**config.mk**
```make
export PLATFORM = sky130hd
export DESIGN_NAME = vpu_vstore_seq
export DESIGN_NICKNAME = d
export VERILOG_FILES = /design/src/rtl/vpu_pkg.sv /design/src/rtl/vpu_word_pick.sv /design/src/rtl/vpu_vstore_seq.sv
export SDC_FILE = /design/constraint.sdc
export NUM_CORES = 1
export LEC_CHECK = 0
export ABC_AREA = 1
export CORE_MARGIN = 5
export CORE_UTILIZATION = 48
export CTS_CLUSTER_DIAMETER = 120
export DETAILED_ROUTE_END_ITERATION = 12
export PLACE_DENSITY = 0.89
export SYNTH_ARGS = -nofsm -noshare
export SYNTH_HDL_FRONTEND = slang
export SYNTH_HIERARCHICAL = 1
export SYNTH_SLANG_ARGS = --single-unit
```
**constraint.sdc**
```tcl
create_clock -name clk -period 9.25 [get_ports clk]
set_clock_uncertainty 0.05 [all_clocks]
set_input_delay 2.775 -clock clk [delete_from_list [all_inputs] [get_ports clk]]
set_output_delay 2.775 -clock clk [all_outputs]
set_load 0.02 [all_outputs]
```
**src/rtl/vpu_pkg.sv**
```systemverilog
// vpu_pkg: shared constants, state encoding and word helpers for the vector store path
package vpu_pkg;
  localparam int LANES  = 8;
  localparam int LANE_W = 16;
  localparam int BUS_W  = 32;
  localparam int ADDR_W = 32;
  localparam int WORDS  = LANES * LANE_W / BUS_W;
  typedef enum logic {IDLE = 1'b0, ISSUE = 1'b1} state_e;
  typedef logic [1:0] widx_t;
  function automatic logic [WORDS-1:0] live_of(input logic [LANES-1:0] m);
    logic [WORDS-1:0] lv;
    for (int k = 0; k < WORDS; k++) lv[k] = |m[2*k +: 2];
    return lv;
  endfunction
  function automatic logic [BUS_W/8-1:0] be_of(input logic [LANES-1:0] m, input widx_t k);
    logic [1:0] p;
    p = m[{k, 1'b0} +: 2];
    return {{2{p[1]}}, {2{p[0]}}};
  endfunction
  // k*s for k in 0..3 as a shift-add, so skipped words cost no extra cycles
  function automatic logic [ADDR_W-1:0] stride_mul(input widx_t k, input logic [ADDR_W-1:0] s);
    return (k[1] ? s << 1 : '0) + (k[0] ? s : '0);
  endfunction
endpackage

```
**src/rtl/vpu_word_pick.sv**
```systemverilog
// vpu_word_pick: lowest live word index >= cur; none=1 when no live word remains
module vpu_word_pick
  import vpu_pkg::*;
(
  input  logic [WORDS-1:0] live,
  input  widx_t            cur,
  output widx_t            nxt,
  output logic             none
);
  always_comb begin
    nxt = '0;
    none = 1'b1;
    for (int k = WORDS - 1; k >= 0; k--)
      if (live[k] && widx_t'(k) >= cur) begin
        nxt = widx_t'(k);
        none = 1'b0;
      end
  end
endmodule

```
**src/rtl/vpu_vstore_seq.sv**
```systemverilog
// vpu_vstore_seq: serialises a masked 8x16 vector into 32-bit byte-enabled writes, skipping dead words
// ports: in_* request (valid/ready, data, mask, base, stride), flush abort, mem_* write bus with ack, busy/done status
module vpu_vstore_seq
  import vpu_pkg::*;
(
  input  logic                    clk,
  input  logic                    rst,
  input  logic                    in_valid,
  output logic                    in_ready,
  input  logic [LANES*LANE_W-1:0] in_vd,
  input  logic [LANES-1:0]        in_mask,
  input  logic [ADDR_W-1:0]       in_base,
  input  logic [ADDR_W-1:0]       in_stride,
  input  logic                    flush,
  output logic                    mem_req,
  output logic                    mem_we,
  output logic [ADDR_W-1:0]       mem_addr,
  output logic [BUS_W-1:0]        mem_wdata,
  output logic [BUS_W/8-1:0]      mem_be,
  input  logic                    mem_ack,
  output logic                    busy,
  output logic                    done
);
  state_e                  state_q, state_d;
  widx_t                   idx_q, idx_d;
  logic [LANES-1:0]        mask_q, mask_d;
  logic [LANES*LANE_W-1:0] vd_q, vd_d;
  logic [ADDR_W-1:0]       stride_q, stride_d;
  logic                    mem_req_q, mem_req_d;
  logic [ADDR_W-1:0]       mem_addr_q, mem_addr_d;
  logic [BUS_W-1:0]        mem_wdata_q, mem_wdata_d;
  logic [BUS_W/8-1:0]      mem_be_q, mem_be_d;
  logic                    done_q, done_d;
  logic                    accept, ack, none;
  logic [WORDS-1:0]        pick_live;
  widx_t                   pick_cur, nxt;
  assign in_ready  = state_q == IDLE && !flush;
  assign busy      = state_q == ISSUE;
  assign accept    = in_valid && in_ready;
  assign ack       = busy && mem_ack;
  assign mem_req   = mem_req_q;
  assign mem_we    = mem_req_q;
  assign mem_addr  = mem_addr_q;
  assign mem_wdata = mem_wdata_q;
  assign mem_be    = mem_be_q;
  assign done      = done_q;
  // on ack the current word is retired, so the search continues from it with its bit cleared
  assign pick_live = accept ? live_of(in_mask) : live_of(mask_q) & ~(4'b1 << idx_q);
  assign pick_cur  = accept ? '0 : idx_q;
  vpu_word_pick u_pick (
    .live(pick_live),
    .cur (pick_cur),
    .nxt (nxt),
    .none(none)
  );
  always_ff @(posedge clk or posedge rst)
    if (rst) begin
      state_q     <= IDLE;
      idx_q       <= '0;
      mask_q      <= '0;
      vd_q        <= '0;
      stride_q    <= '0;
      mem_req_q   <= 1'b0;
      mem_addr_q  <= '0;
      mem_wdata_q <= '0;
      mem_be_q    <= '0;
      done_q      <= 1'b0;
    end else begin
      state_q     <= state_d;
      idx_q       <= idx_d;
      mask_q      <= mask_d;
      vd_q        <= vd_d;
      stride_q    <= stride_d;
      mem_req_q   <= mem_req_d;
      mem_addr_q  <= mem_addr_d;
      mem_wdata_q <= mem_wdata_d;
      mem_be_q    <= mem_be_d;
      done_q      <= done_d;
    end
  always_comb
    state_d = state_q == IDLE ? (accept && !none ? ISSUE : IDLE)
                              : (flush || (mem_ack && none) ? IDLE : ISSUE);
  // address runs as an accumulator: base on accept, else previous address plus the index gap times stride
  always_comb begin
    idx_d       = idx_q;
    mask_d      = accept ? in_mask : mask_q;
    vd_d        = accept ? in_vd : vd_q;
    stride_d    = accept ? in_stride : stride_q;
    mem_req_d   = mem_req_q;
    mem_addr_d  = mem_addr_q;
    mem_wdata_d = mem_wdata_q;
    mem_be_d    = mem_be_q;
    done_d      = 1'b0;
    if ((accept || ack) && !flush) begin
      mem_req_d = !none;
      done_d    = none;
      mem_be_d  = none ? '0 : be_of(mask_d, nxt);
      if (!none) begin
        idx_d       = nxt;
        mem_addr_d  = (accept ? in_base : mem_addr_q) + stride_mul(accept ? nxt : nxt - idx_q, stride_d);
        mem_wdata_d = vd_d[{nxt, 5'b0} +: BUS_W];
      end
    end
    if (busy && flush) begin
      mem_req_d = 1'b0;
      mem_be_d  = '0;
    end
  end
endmodule

```
Yosys cells after proc, flatten, opt, wreduce, memory -nomap -nowiden
Index checks and enable logic that the tools add are counted.

storage, ports and cells
  register bits after elaboration = 241
  latch bits = 0
  RAM bits = 0
  bits in read-only memories = 0
  input bits = 205
  output and inout port bits = 73
  word-level logic and storage cells = 75
  memories = 0

cells by class
  add/sub/neg operators = 3
  multipliers = 0
  divide/modulo/power cells = 0
  magnitude comparators = 4
  eq/ne operators = 0
  shifts and indexed selects = 3
  muxes and demuxes = 26
  bitwise operators = 4
  reduce and logical (&&, ||, !) cells = 25

operator list
  kind                                                number
  two-way mux 128 bit                                 1
  two-way mux 32 bit                                  4
  indexed part select 128 x 8 -> 32 bit               1
  adder 32 bit                                        2
  two-way mux 4 bit                                   4
  OR reduction 2 bit                                  8
  two-way mux 2 bit                                   6
  logical AND 1 bit                                   11
  two-way mux 1 bit                                   10
  two-way mux 8 bit                                   1
  indexed part select 8 x 4 -> 2 bit                  1
  bitwise AND 4 bit                                   1
  >= comparator 1 x 2 -> 1 bit, first input constant  2
  >= comparator 2 bit, first input constant           2
  inverter 4 bit                                      1
  left shift 1 x 2 -> 4 bit, first input constant     1
  zero test 1 bit                                     2
  logical OR 1 bit                                    2
  inverter 1 bit                                      2
  AND reduction 2 bit                                 1
  nonzero test 2 bit                                  1
  subtractor 2 bit                                    1

Longest topological paths before layout
  word-level depth = 15
  depth in mapped cells = 40
  gate-level depth less buffers = 34

Modules after synthesis
The synthesis kept the hierarchy.

modules (own cells, without submodules)
  module          instances  cells an instance  area an instance (um^2)  sequential area each (um^2)
  vpu_vstore_seq  1          1792               13799.5                  5980.7
  vpu_word_pick   1          14                 57.6                     0.0

Least setup slack after synthesis
No wires, ideal clock.

  path kind = input to register
  from = input port flush
  to = register mem_addr_q[15], in the netlist mem_addr[15]
  setup time = 126 ps
  arrival = 7459 ps
  required time = 9074 ps
  slack = 1615 ps
  cell stages on the path = 33
  path buffers = 6
  path through = nor2_4 > nand2_4 > buf_6 > buf_4 > nand2_1 > nand2_1 > o21ai_0 > nand3_1 > nand2_1 > a21oi_1 > buf_2 > inv_1 > clkbuf_1 > clkbuf_1 > ha_1 > inv_1 > nand2_1 > nand2_1 > clkbuf_1 > nand2_1 > fa_1 > inv_1 > ha_1 > fa_1 > nand2_1 > nand2_1 > nand3_1 > nand2_1 > nand2_1 > nand2_1 > or2_2 > nand3_1 > o21ai_0

on the way
  elaborated cells on any way between the ends = 33
  classes of those cells = 3 x add/sub; 4 x order compare; 15 x mux; 1 x bitwise; 10 x reduce/logical

RTL lines
  what                                 RTL line               text
  start: declaration                   vpu_vstore_seq.sv:14   input logic flush,
  zero test 1 bit (*)                  vpu_vstore_seq.sv:37   assign in_ready = state_q == IDLE && !flush;
  logical AND 1 bit (*)                vpu_vstore_seq.sv:37
  logical AND 1 bit (*)                vpu_vstore_seq.sv:39   assign accept = in_valid && in_ready;
  two-way mux 4 bit (*)                vpu_vstore_seq.sv:48   assign pick_live = accept ? live_of(in_mask) : live_of(mask_q) & ~(4'b1 << idx_q);
  named net pick_live[1]               vpu_vstore_seq.sv:35   logic [WORDS-1:0] pick_live;
  logical AND 1 bit (*)                vpu_word_pick.sv:14    if (live[k] && widx_t'(k) >= cur) begin
  two-way mux 2 bit (*) (2 in series)  vpu_word_pick.sv:14
  named net nxt[0]                     vpu_vstore_seq.sv:36   widx_t pick_cur, nxt;
  subtractor 2 bit                     vpu_vstore_seq.sv:100  mem_addr_d = (accept ? in_base : mem_addr_q) + stride_mul(accept ? nxt : nxt - idx_q, stride_d);
  two-way mux 2 bit (*)                vpu_vstore_seq.sv:100
  two-way mux 32 bit                   vpu_pkg.sv:22          return (k[1] ? s << 1 : '0) + (k[0] ? s : '0);
  adder 32 bit (*)                     vpu_pkg.sv:22
  adder 32 bit (*)                     vpu_vstore_seq.sv:100
  end signal: assignment               vpu_vstore_seq.sv:75   mem_addr_q <= mem_addr_d;
  end: declaration                     vpu_vstore_seq.sv:30   logic [ADDR_W-1:0] mem_addr_q, mem_addr_d;

Mark *: on every way through the listed nets, which the timed path passes. The rest lies on a longest branch.
A chain may end at the register's enable or synchronous reset.

Final worst setup path
  from = input port flush
  to = register mem_addr_q[16], in the netlist mem_addr[16]

on the way
  elaborated cells on any way between the ends = 33
  classes of those cells = 3 x add/sub; 4 x order compare; 15 x mux; 1 x bitwise; 10 x reduce/logical

RTL lines
  what                                 RTL line
  zero test 1 bit (*)                  vpu_vstore_seq.sv:37
  logical AND 1 bit (*)                vpu_vstore_seq.sv:37
  logical AND 1 bit (*)                vpu_vstore_seq.sv:39
  two-way mux 4 bit (*)                vpu_vstore_seq.sv:48
  named net pick_live[3]               vpu_vstore_seq.sv:35
  logical AND 1 bit (*)                vpu_word_pick.sv:14
  two-way mux 2 bit (*) (4 in series)  vpu_word_pick.sv:14
  named net nxt[0]                     vpu_vstore_seq.sv:36
  subtractor 2 bit                     vpu_vstore_seq.sv:100
  two-way mux 2 bit (*)                vpu_vstore_seq.sv:100
  two-way mux 32 bit                   vpu_pkg.sv:22
  adder 32 bit (*)                     vpu_pkg.sv:22
  adder 32 bit (*)                     vpu_vstore_seq.sv:100

Marked as above.

==> results_dict.tcl <==
set metrics [dict create \
    status "complete, no violations" \
    required_ns 9.57 \
    ys_warn_count 6 \
    p_clk_share_pct 12.9 \
    cp-end-kind "flop" \
    grt_overflow 0 \
    critPathMaxFanout 53 \
    crit_top_cell "nand2_1" \
    arrival_ns 8.55 \
    combPwrFrac_pct 64.9 \
    cts-root-buf "clkbuf_16" \
    worstSetupPathType "in -> reg" \
    grt_use_total_pct 25.4 \
    drcViolationCount 0 \
    crit_slowest_cell "nand2_1" \
    gp_congestion 0.967 \
    fin_crit_sh_pct 89.0 \
    synth_seq_area_share_pct 43.2 \
    peakVddDrop_v 0.000259 \
    power_leakage_nw 8.72 \
    total_power_mw 7.55 \
    multi_input_area_um2 6640 \
    grt_start_max_net_pins 138 \
    port-buffer-count 277 \
    firstDrtPassIters 5 \
    seq_area_um2 5980 \
    fin_util_pct 61.3 \
    via_per_inst 5.23 \
    cts_resized 0 \
    avgSynthCellArea_um2 7.67 \
    max_freq_mhz 122 \
    cts_hold_buf 0 \
    worstReg2RegEnd "mem_addr[16]" \
    fp.dieH_um 180 \
    cts_tree "yes" \
    final_cells 2444 \
    p_per_area_nw_per_um2 431 \
    p_sw_share_pct 50.4 \
    layout.nets 2308 \
    htreeDepth 1 \
    min_from "vd_q[105]" \
    hp-class "reg -> reg" \
    wl_met1_um 18300 \
    r2r-start "busy" \
    finalMaxSlewViolations 0 \
    grt_pass1_vias 12945 \
    grt_first_pass_wirelength_um 68000 \
    min_path_cells 2 \
    min_period_ns 8.23 \
    yosysUniqueCellTypes 42 \
    cts_inserted_buffers 25 \
    hold_viol_final 0 \
    max_slew.worst_pin.slew_ns 1.24 \
    r2r_setup_slack_ns 3.30 \
    highest_layer "met4" \
    cts_sinks 239 \
    fin_tns_setup_ns 0 \
    fillers 2436 \
    wl_per_cell_um 17.3 \
    clock_latency_ns 0.55 \
    vias 12793 \
    synth_top_cell_area_share_pct 43.2 \
    relSlewSlack_pct 17.2 \
    drive_gt1_share_pct 5.93 \
    path_clk_slew_ns 0.06 \
    synthesis.nets 2074 \
    start_util_pct 48.4 \
    fp.coreArea_um2 28600 \
    max_cap_viol_count 0 \
    p_sw_mw 3.80 \
    post_cts_buffers 0 \
    area_growth_pct 26.6 \
    setup_violations 0 \
    synthesis.area_um2 13900 \
    antenna_found_initial 2 \
    io_pins 278 \
    grt_setup_unrepaired "no" \
    rows 62 \
    dieArea_um2 32400 \
    hold-path-endpoint "vd_q[105]" \
    drt_wl_total_um 42300 \
    cts_buffer_depth 3 \
    hpwl_um 30400 \
    internal-power_mw 3.75 \
    drtIter0Drc 1030 \
    seqPwrFrac_pct 22.2 \
    ys_ff_latch 239 \
    cpPeakStageDelay_ns 0.58 \
    ant_nets 0 \
    synthCells 1806 \
    yosysTopAreaCell "dfrtp_1" \
    die_x_um 180 \
    worstSetupStartpointType "input port" \
    synthTopCellsByArea "dfrtp_1 (43%), nand2_1 (19%), inv_1 (5.3%)" \
    post-place-cells 2397 \
    r2r_cells 28 \
    met3_length_um 2680 \
    wl_met2_um 19700 \
]
Yosys cell counts:
master	instances
buf_8	1
a21oi_1	37
nor2_1	93
o21bai_1	3
nor3_1	6
or2_2	54
nor2_8	1
xor2_1	1
or2_0	1
nand3_1	80
clkbuf_2	4
inv_6	1
buf_1	5
buf_6	11
ha_1	32
o21ai_2	2
buf_4	16
nand2_1	690
nand2_4	1
o211ai_1	36
nor2_4	2
dfrtp_1	239
inv_2	2
clkinv_1	1
o21ai_0	109
and2_1	3
buf_2	25
nand3b_1	5
nand2_2	4
mux2i_1	24
o21ai_1	7
o22ai_1	5
a41oi_1	1
or2_1	7
xnor2_1	7
inv_1	195
fa_1	31
a31oi_1	23
o311ai_1	7
a21o_1	1
nand4_1	10
clkbuf_1	23
critical path, delay by kind of cell:
kind | cells | cell delay [ns]
buffers and inverters | 6 | 1.31
adder cells (fa/ha/maj) | 3 | 1.17
AND/OR/NAND/NOR | 16 | 2.57
AO/OA/AOI/OAI | 4 | 0.66
layout by cell type (no fill, tap or decap), types with 8 or more instances in the layout:
master / synthesis / routed
a21oi_1: 37 / 36
a31oi_1: 23 / 23
buf_4: 16 / 14
clkbuf_1: 23 / 8
clkbuf_16: 0 / 25
clkdlybuf4s50_1: 0 / 277
dfrtp_1: 239 / 239
fa_1: 31 / 31
ha_1: 32 / 32
inv_1: 195 / 193
mux2i_1: 24 / 24
nand2_1: 690 / 690
nand3_1: 80 / 80
nand4_1: 10 / 10
nor2_1: 93 / 92
o211ai_1: 36 / 36
o21ai_0: 109 / 109
or2_2: 54 / 54
power by group through the flow:
stage          logic (mW)  registers [mW]  clock network (mW)
6_report             4.90            1.68               0.974
5_1_grt              5.48            1.72                1.03
4_1_cts              4.89            1.67               0.991
3_5_place_dp         4.85            1.69                   0
3_3_place_gp         4.74            1.67                   0
2_1_floorplan        3.23            1.80                   0
flip-flops by register name, summed over array words and instances, names as in the netlist:
signal     flops
stride_q      32
vd_q         128
mem_wdata     32
mask_q         8
mem_be         2
idx_q          2
done           1
mem_req        1
mem_addr      32
busy           1
worst max path at each step:
stage / startpoint / end / slack (ns)
CTS: flush / mem_addr[16] / 1.06
global route: flush / mem_addr[16] / 0.52
floorplan: flush / mem_addr[15] / 1.61
global placement: flush / mem_addr[16] / 0.61
finish: flush / mem_addr[16] / 1.02
detailed placement: flush / mem_addr[16] / 0.49
through the flow:
stage	hold slack [ns]	instance area, µm²	setup slack (ns)
floorplan	0.390	13900	1.61
global placement	0.405	16800	0.610
detailed placement	0.410	16800	0.492
CTS	0.423	17500	1.06
global route	0.442	17500	0.515
finish	0.423	17500	1.02
kinds of logic after synthesis:
logic type	after synthesis	share of synthesized area, %
flops	239	43.2
simple gates	957	28.5
xor+xnor	8	0.506
buf+inv	284	9.10
fa+ha+maj	63	7.37
mux	24	1.73
compound gates	231	9.59
metal layers:
metal	up-vias	GRT usage [%]
met5	-	0
met4	0	10.7
met3	103	4.26
met2	490	41.2
met1	6050	34.0
li1	6150	-
area by class of cell:
class	count	area share, %
Clock inverter	7	0.300
Multi-Input combinational cell	1283	37.9
Timing Repair Buffer	292	16.5
Antenna cell	2	0.0285
Clock buffer	38	4.13
Tap cell	384	2.74
Sequential cell	239	34.1
Inverter	199	4.31
(Power assumes the default switching activity.)
